### src/rtl/mem_bus_arbiter.sv
`default_nettype none
// ============================================================================
// Module   : mem_bus_arbiter
// Purpose  : Two-master arbiter for an 8-bit synchronous memory bus. Word
//            transfers are split into two byte cycles and acknowledged once.
//            Define MEM_BUS_ARBITER_LOCK_EN to add the m0_lock input.
// Revision : 1.0
// ============================================================================
module mem_bus_arbiter #(
    parameter int AW         = 20,
    parameter bit FIXED_PRIO = 1'b0
) (
    input  logic          clock,
    input  logic          reset,
    input  logic          m0_req,
    input  logic [AW-1:0] m0_addr,
    input  logic          m0_we,
    input  logic          m0_w16,
    input  logic [15:0]   m0_wdata,
`ifdef MEM_BUS_ARBITER_LOCK_EN
    input  logic          m0_lock,
`endif
    output logic          m0_ack,
    output logic [15:0]   m0_rdata,
    input  logic          m1_req,
    input  logic [AW-1:0] m1_addr,
    input  logic          m1_we,
    input  logic          m1_w16,
    input  logic [15:0]   m1_wdata,
    output logic          m1_ack,
    output logic [15:0]   m1_rdata,
    output logic [AW-1:0] mem_address,
    input  logic [7:0]    mem_data,
    output logic [7:0]    mem_out,
    output logic          mem_wren,
    output logic          busy
);

    typedef enum logic [2:0] {
        S_IDLE = 3'd0,
        S_A0   = 3'd1,
        S_A1   = 3'd2,
        S_A2   = 3'd3,
        S_ACK  = 3'd4
    } state_t;

    state_t        state_q;
    logic          gnt_m1_q;
    logic          last_m1_q;
    logic [AW-1:0] addr_q;
    logic          we_q;
    logic          w16_q;
    logic [7:0]    whi_q;
    logic [7:0]    rlo_q;
`ifdef MEM_BUS_ARBITER_LOCK_EN
    logic          lock_q;
`endif

    logic          gnt_m1_d;
    logic [AW-1:0] addr_d;
    logic          we_d;
    logic          w16_d;
    logic [15:0]   wdata_d;

    always_comb begin
        if (m0_req && m1_req) begin
            gnt_m1_d = (FIXED_PRIO != 1'b0) ? 1'b0 : ~last_m1_q;
        end else begin
            gnt_m1_d = m1_req;
        end
`ifdef MEM_BUS_ARBITER_LOCK_EN
        // A locked m0 sequence keeps the bus regardless of m1 or rotation.
        if (lock_q && m0_req) begin
            gnt_m1_d = 1'b0;
        end
`endif
        addr_d  = gnt_m1_d ? m1_addr  : m0_addr;
        we_d    = gnt_m1_d ? m1_we    : m0_we;
        w16_d   = gnt_m1_d ? m1_w16   : m0_w16;
        wdata_d = gnt_m1_d ? m1_wdata : m0_wdata;
    end

    always_ff @(posedge clock or posedge reset) begin
        if (reset) begin
            state_q     <= S_IDLE;
            gnt_m1_q    <= 1'b0;
            last_m1_q   <= 1'b1;
            addr_q      <= '0;
            we_q        <= 1'b0;
            w16_q       <= 1'b0;
            whi_q       <= 8'h00;
            rlo_q       <= 8'h00;
            mem_address <= '0;
            mem_out     <= 8'h00;
            mem_wren    <= 1'b0;
            m0_ack      <= 1'b0;
            m1_ack      <= 1'b0;
            m0_rdata    <= 16'h0000;
            m1_rdata    <= 16'h0000;
            busy        <= 1'b0;
`ifdef MEM_BUS_ARBITER_LOCK_EN
            lock_q      <= 1'b0;
`endif
        end else begin
            m0_ack <= 1'b0;
            m1_ack <= 1'b0;
            case (state_q)
                S_IDLE: begin
                    mem_wren <= 1'b0;
`ifdef MEM_BUS_ARBITER_LOCK_EN
                    if (!m0_req) begin
                        lock_q <= 1'b0;
                    end
`endif
                    if (m0_req || m1_req) begin
                        gnt_m1_q    <= gnt_m1_d;
                        addr_q      <= addr_d;
                        we_q        <= we_d;
                        w16_q       <= w16_d;
                        whi_q       <= wdata_d[15:8];
                        mem_address <= addr_d;
                        mem_out     <= wdata_d[7:0];
                        mem_wren    <= we_d;
                        busy        <= 1'b1;
                        state_q     <= S_A0;
`ifdef MEM_BUS_ARBITER_LOCK_EN
                        if (!gnt_m1_d) begin
                            lock_q <= m0_lock;
                        end
`endif
                    end
                end
                S_A0: begin
                    if (w16_q) begin
                        mem_address <= addr_q + AW'(1);
                        mem_out     <= whi_q;
                    end else begin
                        mem_wren <= 1'b0;
                    end
                    state_q <= S_A1;
                end
                S_A1: begin
                    mem_wren <= 1'b0;
                    if (w16_q) begin
                        rlo_q   <= mem_data;
                        state_q <= S_A2;
                    end else begin
                        // Writes leave the previous read data untouched.
                        if (!we_q) begin
                            if (gnt_m1_q) begin
                                m1_rdata <= {8'h00, mem_data};
                            end else begin
                                m0_rdata <= {8'h00, mem_data};
                            end
                        end
                        m0_ack  <= ~gnt_m1_q;
                        m1_ack  <= gnt_m1_q;
                        state_q <= S_ACK;
                    end
                end
                S_A2: begin
                    if (!we_q) begin
                        if (gnt_m1_q) begin
                            m1_rdata <= {mem_data, rlo_q};
                        end else begin
                            m0_rdata <= {mem_data, rlo_q};
                        end
                    end
                    m0_ack  <= ~gnt_m1_q;
                    m1_ack  <= gnt_m1_q;
                    state_q <= S_ACK;
                end
                S_ACK: begin
                    last_m1_q <= gnt_m1_q;
                    busy      <= 1'b0;
                    state_q   <= S_IDLE;
                end
                default: begin
                    mem_wren <= 1'b0;
                    busy     <= 1'b0;
                    state_q  <= S_IDLE;
                end
            endcase
        end
    end

endmodule
`default_nettype wire

### config.mk
export PLATFORM = sky130hd
export DESIGN_NAME = mem_bus_arbiter
export DESIGN_NICKNAME = d
export VERILOG_FILES = /design/src/rtl/mem_bus_arbiter.sv
export SDC_FILE = /design/constraint.sdc
export NUM_CORES = 1
export LEC_CHECK = 0
export ABC_CLOCK_PERIOD_IN_PS = 3900
export BUFFER_PORTS_ARGS = -buffer_cell sky130_fd_sc_hd__buf_2
export CAP_MARGIN = 20
export CORE_MARGIN = 2
export CORE_UTILIZATION = 35
export CTS_BUF_LIST = sky130_fd_sc_hd__clkbuf_8
export CTS_CLUSTER_SIZE = 30
export DETAILED_ROUTE_END_ITERATION = 10
export HOLD_SLACK_MARGIN = 0.15
export SYNTH_ARGS = -nofsm -noshare
export SYNTH_HDL_FRONTEND = slang
export SYNTH_SLANG_ARGS = --single-unit
### constraint.sdc
create_clock -name clock -period 3.9 [get_ports clock]
set_input_delay 0.39 -clock clock [delete_from_list [all_inputs] [get_ports clock]]
set_output_delay 0.39 -clock clock [all_outputs]
set_load 0.03 [all_outputs]
==> out/metrics.csv, run 1 <==
metric,value,unit
hold buffers post-CTS,0,
top routing layer in use,met4,
Clock Tree Buf Depth,2,
R2R cell count,3,
CP required,4.17,ns
wire length on met1,5867,um
Most used DFF post-synth,dfrtp_1,
#FFs+latches synth,107,
# IOs,152,
number of synthesized flops with an enable pin,0,
Setup crit start kind,flip-flop,
effective utilization at floorplan,35.95,%
CTS resizes,0,
"reg-to-reg slack, setup",1.69,ns
Worst-path clk slew,0.10,ns
die height,126.2,um
reg-to-reg startpoint,state_q[0],
die area,15920,um2
CTS Sinks,107,
vias,4216,
"Seq/Total Area, Yosys",51.27,%
Avg WL per Cell,15.32,um
drt pass-1 iters,4,
largest net degree at the start of global routing,79,
"commonest non-fill, non-tap cell in the layout",buf_2,
Die X,126.2,um
ranking of synthesized cells by area,"dfrtp_1, mux2i_1, nand2_1",
RSZ-0062 raised after global routing,no,
Yosys cell types,53,
setup TNS,0,ns
vias per std cell,5.080,
Final Cycle Share,56.71,%
skew final,0.01546,ns
Power Dens Cells,862.2,nW/um2
gr usage total,16.05,%
initial antenna violation count,0,
Synth Cell Area,5225,um2
worst-path fanout max,26,
Max Transition Viols Final,0,
Synth Instances,506,
post-synth top area share,50.77,%
Crit Path Class,reg -> reg,
most frequent cells in the layout,"buf_2, dfrtp_1, nand2_1, mux2i_1, o21ai_0",
Hold Crit Start,mem_data[4],
TritonCTS buffer count,9,
syn nets,595,
Routed Antenna Nets,0,
Final setup viols,0,
Period minus WS final,2.212,ns
Congestion Overflow GR,0,
ANT cells,0,
Hold WC Path Type,in -> reg,
area delta synth->final,21.43,%
NumNets Final,731,
Leak,0.003062,uW
# rows,44,
post-CTS setup buffers,0,
Worst EP arrival,2.48,ns
met3 WL,872,um
Final Wtd Congestion,0.7780,
first-pass GRT wire length,20600,um
crit path capture type,flip-flop,
Clock Latency Late Sink,0.39,ns
WL final,12720,um
"Warnings, synthesis",0,
CTS tree,done,
max-cap check violation count,0,
initial DRC count,216,
Max transition margin,49.50,%
Fin. Hold Viols,0,
hold path endpoint,rlo_q[4],
Fmax,452.1,MHz
CTS root buf,clkbuf_8,
reg2reg end,mem_address[0],
DP Wirelength,8960,um
Post-synth ARST share,100.0,%
cell taking the most area after synthesis,dfrtp_1,
worst vdd ir,0.3616,mV
worst hold path depth,2,
drt drc,0,
Core Region,14530,um2
PortBufs,151,
Routed met2 length,5847,um
overall power,5470,uW
vias in the first global route,4244,
H-Tree Depth,3,
worst slew pin tran,0.7557,ns
syn avg cell area,10.33,um2
status,"finished, final reports clean",
share of layout cells above drive strength 1,32.82,%
==> final cells by class <==
class | instances | area [um2]
Clock inverter | 5 | 77.57
Multi-Input combinational cell | 355 | 2302
Inverter | 8 | 32.53
Fill cell | 1440 | 8189
Tap cell | 184 | 230.2
Clock buffer | 10 | 137.6
Timing Repair Buffer | 161 | 885.9
Sequential cell | 107 | 2679
==> sequential cells by signal, indices dropped and copies added, names as in the netlist <==
name	count
whi_q	8
state_q	3
addr_q	20
busy	1
mem_wren	1
w16_q	1
mem_address	20
last_m1_q	1
m1_ack	1
m1_rdata	16
we_q	1
gnt_m1_q	1
m0_ack	1
mem_out	8
rlo_q	8
m0_rdata	16
==> worst max-delay path by stage <==
stage / from / to / slack [ns] / cells past startpoint
floorplan: reset / addr_q[0] / 0.69 / 1
global placement: m1_req / mem_address[16] / 1.56 / 6
detailed placement: state_q[0] / mem_address[10] / 1.53 / 3
CTS: state_q[0] / mem_address[9] / 1.51 / 3
global route: state_q[0] / mem_address[0] / 1.59 / 3
finish: state_q[0] / mem_address[0] / 1.69 / 3
==> where the power goes <==
group          total [uW]  switching [uW]  internal (uW)  leakage (uW)
Sequential           2090             429           1660       0.00133
Combinational        2630            1690            948       0.00162
Clock                 751             377            374      0.000108
==> cells in the mapped netlist (2+ instances only) <==
cell type  number
dfrtp_1       106
nand2_1        83
mux2i_1        44
o21ai_0        41
o21ai_1        31
nor2_1         17
nand3_1        14
mux2_2         13
buf_2          12
or3_1          12
a21o_1         11
buf_6          11
a211oi_1       10
clkbuf_1       10
o21ai_2        10
a32o_1          8
inv_1           8
nor3_1          7
a22o_1          5
nand4_1         4
nor4_1          4
a21oi_1         3
a221oi_1        3
a31oi_1         3
buf_4           3
and2_1          2
nand3b_1        2
nand4_2         2
nor3b_1         2
or4_1           2
==> per-layer routing <==
layer / global-route usage, % / up-vias
li1: - / 2078
met5: 0 / -
met3: 4.418 / 13
met4: 4.137 / 0
met1: 21.07 / 1989
met2: 26.34 / 136
==> cell families after synthesis <==
family          share of synthesized area (%)
mux                                     11.23
fa+ha+maj                              0.2394
simple gates                            15.18
buf+inv                                 5.244
flops                                   51.27
compound gates                          16.50
xor+xnor                               0.3353
==> worst max-delay path, cell delays in order, from the launching register on <==
cell,delay [ns]
dfrtp_1,0.53
o311ai_4,0.75
buf_4,0.44
mux2_2,0.38
==> per-stage QoR <==
stage / worst slack [ns] / instance area [um2] / hold WS [ns] / instances / utilization (%)
3_3_place_gp: 1.555 / 6045 / 0.4555 / 811 / 41.59
3_5_place_dp: 1.527 / 6045 / 0.4647 / 811 / 41.59
5_1_grt: 1.591 / 6345 / 0.2669 / 830 / 43.66
4_1_cts: 1.507 / 6260 / 0.2504 / 826 / 43.07
2_1_floorplan: 0.6944 / 5225 / 0.4505 / 506 / -
6_report: 1.688 / 6345 / 0.2750 / 830 / 43.66
(Power assumes the default switching activity.)
==> run 2, diff against run 1 <==
- ABC_CLOCK_PERIOD_IN_PS: 3900 -> 2200
- clock period: 3.9 -> 2.2 ns (I/O delays scaled with it)
==> run 2 against run 1 <==
Via count grew 5.7%. Clock power up 84%. Clock-buffer cell count did not move. Global-route usage is 1.2 points higher. Non-clock buffer count increased by 44. First-iteration DRC count up 1.4%. Routed wire length grew 4.8%. Critical path depth increased by 2. Clock skew down 0.0020 ns. Sequential share of layout area shrank 2.5 points. Maximum frequency grew 11%. Critical path type unchanged. Largest power group unchanged.
==> out/metrics.csv, run 2 (same netlist as run 1, synthesis figures left out) <==
metric,value,unit,change
register area,2679,um2,unchanged
share of layout cells above drive strength 1,31.98,%,was 32.82%
drt pass-1 iters,4,,unchanged
max-cap check violation count,0,,unchanged
Leak,0.003236,uW,was 0.003062 uW
worst-path fanout max,9,,was 26
Congestion Overflow GR,0,,unchanged
first-pass GRT wire length,22280,um,was 20600 um
worst hold path depth,3,,was 2
"commonest non-fill, non-tap cell in the layout",buf_2,,unchanged
initial antenna violation count,0,,unchanged
switching share of total power,45.31,%,was 45.56%
Final Cycle Share,90.68,%,was 56.71%
initial DRC count,219,,was 216
Crit Path Class,reg -> reg,,unchanged
effective utilization at floorplan,35.95,%,unchanged
Top Registers,"addr_q (20), mem_address (20)",,unchanged
post-route cell area,6746,um2,was 6345 um2
area delta synth->final,29.12,%,was 21.43%
Clock Latency Late Sink,0.38,ns,was 0.39 ns
vias in the first global route,4523,,was 4244
WL final,13320,um,was 12720 um
internal power,5406,uW,was 2978 uW
die area,15920,um2,unchanged
slowest CP cell,dlygate4sd3_1,,was o311ai_4
Clock Tree Buf Depth,2,,unchanged
Max transition margin,66.10,%,was 49.50%
NumNets Final,775,,was 731
DP Wirelength,9409,um,was 8960 um
power share of the combinational group,48.9,%,was 48.2%
gr usage total,17.25,%,was 16.05%
sw power,4480,uW,was 2492 uW
CTS tree,done,,unchanged
CTS Sinks,107,,unchanged
Die X,126.2,um,unchanged
H-Tree Depth,3,,unchanged
DP Area,6161,um2,was 6045 um2
Fmax,501.3,MHz,was 452.1 MHz
ANT cells,0,,unchanged
TritonCTS buffer count,9,,unchanged
Core Region,14530,um2,unchanged
worst slew pin tran,0.5085,ns,was 0.7557 ns
Period minus WS final,1.995,ns,was 2.212 ns
worst vdd ir,0.6385,mV,was 0.3616 mV
clock share of power,13.9,%,was 13.7%
WHS,0.1630,ns,was 0.2750 ns
footprint of the multi-input gates,2302,um2,unchanged
crit path capture type,flip-flop,,unchanged
Worst EP arrival,2.26,ns,was 2.48 ns
Hold WC Path Type,in -> reg,,unchanged
CP required,2.46,ns,was 4.17 ns
Avg WL per Cell,15.23,um,was 15.32 um
Crit path largest cell delay,0.57,ns,was 0.75 ns
Final Wtd Congestion,0.7815,,was 0.7780
vias,4456,,was 4216
RSZ-0062 raised after global routing,no,,unchanged
drt drc,0,,unchanged
Final setup viols,0,,unchanged
Power Dens Cells,1465,nW/um2,was 862.2 nW/um2
Worst-path clk slew,0.11,ns,was 0.10 ns
# IOs,152,,unchanged
die height,126.2,um,unchanged
vias per std cell,5.093,,was 5.080
# rows,44,,unchanged
Routed Antenna Nets,0,,unchanged
setup TNS,0,ns,unchanged
sequential fraction of design power,37.1,%,was 38.1%
CTS root buf,clkbuf_8,,unchanged
Setup crit start kind,flip-flop,,unchanged
skew final,0.01343,ns,was 0.01546 ns
status,"finished, final reports clean",,unchanged
PortBufs,151,,unchanged
fillers,1413,,was 1440
R2R cell count,5,,was 3
Max Transition Viols Final,0,,unchanged
worst-path cell chain,a21boi_4 -> buf_4 -> mux2i_1 -> dlygate4sd3_1 -> o21ai_0,,was o311ai_4 -> buf_4 -> mux2_2
Fin. Hold Viols,0,,unchanged
largest net degree at the start of global routing,51,,was 79
most frequent cells in the layout,"buf_2, dfrtp_1, nand2_1, mux2i_1, o21ai_0",,unchanged
[run 2: cell count changes in the layout (fill, tap and decap cells not counted), sizes merged]
| cell | previous run | this run |
|---|---|---|
| inv | 8 | 9 |
| clkinv | 2 | 0 |
| clkinvlp | 1 | 3 |
| buf | 160 | 169 |
| dlygate4sd3 | 1 | 36 |
[run 2: what timing repair did]
item                                    4_1_cts  5_1_grt
hold endpoints to repair                     54        0
resized for setup                             0        0
endpoints found under the setup margin        0        0
hold buffers                                 36        0
buffers inserted                              0        0
[run 2: path summary, 6_finish.rpt]
check / start / endpoint / slack (ns)
setup / recovery: last_m1_q / addr_q[10] / 0.21
hold / removal: m1_wdata[15] / whi_q[7] / 0.16
setup reg to reg: last_m1_q / addr_q[10] / 0.21
hold reg to reg: m1_rdata[8] / m1_rdata[8] / 0.49
max in group asynchronous: reset / m1_rdata[6] / 0.96
min in group asynchronous: reset / mem_address[9] / 0.39
[run 2: area by class of cell]
cell class	count	share of cell area [%]
tap	184	3.412
multi-input combinational	355	34.12
timing repair buffer	205	18.92
clock inverter	6	1.298
clock buffer	10	2.040
sequential	107	39.71
inverter	8	0.5007
[run 2: power by group through the flow]
stage          logic [uW]  registers (uW)  clock network (uW)
4_1_cts              4900            3680                1430
5_1_grt              5330            3820                1510
3_3_place_gp         4710            3660                   0
6_report             4840            3670                1380
3_5_place_dp         4830            3710                   0
2_1_floorplan        2540            4610                   0
[run 2: worst max-delay path, delay by kind of cell (launching register included)]
kind | cells | cell delay (ns)
AO/OA/AOI/OAI | 2 | 0.36
flip-flops | 1 | 0.40
multiplexers | 1 | 0.25
buffers and inverters | 2 | 0.86
[run 2: metal layers]
layer	global-route usage, %	vias to the layer above	part of all wire (%)
met5	0	-	0
met4	5.818	0	1.6
met3	3.229	17	6.0
met2	28.30	164	47
met1	23.04	2109	45
li1	-	2166	-
[run 2: per-stage QoR]
stage          std cells  total power (uW)  setup WS, ns  utilization [%]
5_1_grt              875             10650       0.07700            46.42
3_5_place_dp         823              8537        0.2999            42.39
6_report             875              9886        0.2051            46.42
2_1_floorplan        506              7150        0.4711                -
4_1_cts              875             10000        0.1969            46.42
3_3_place_gp         823              8366        0.3328            42.39
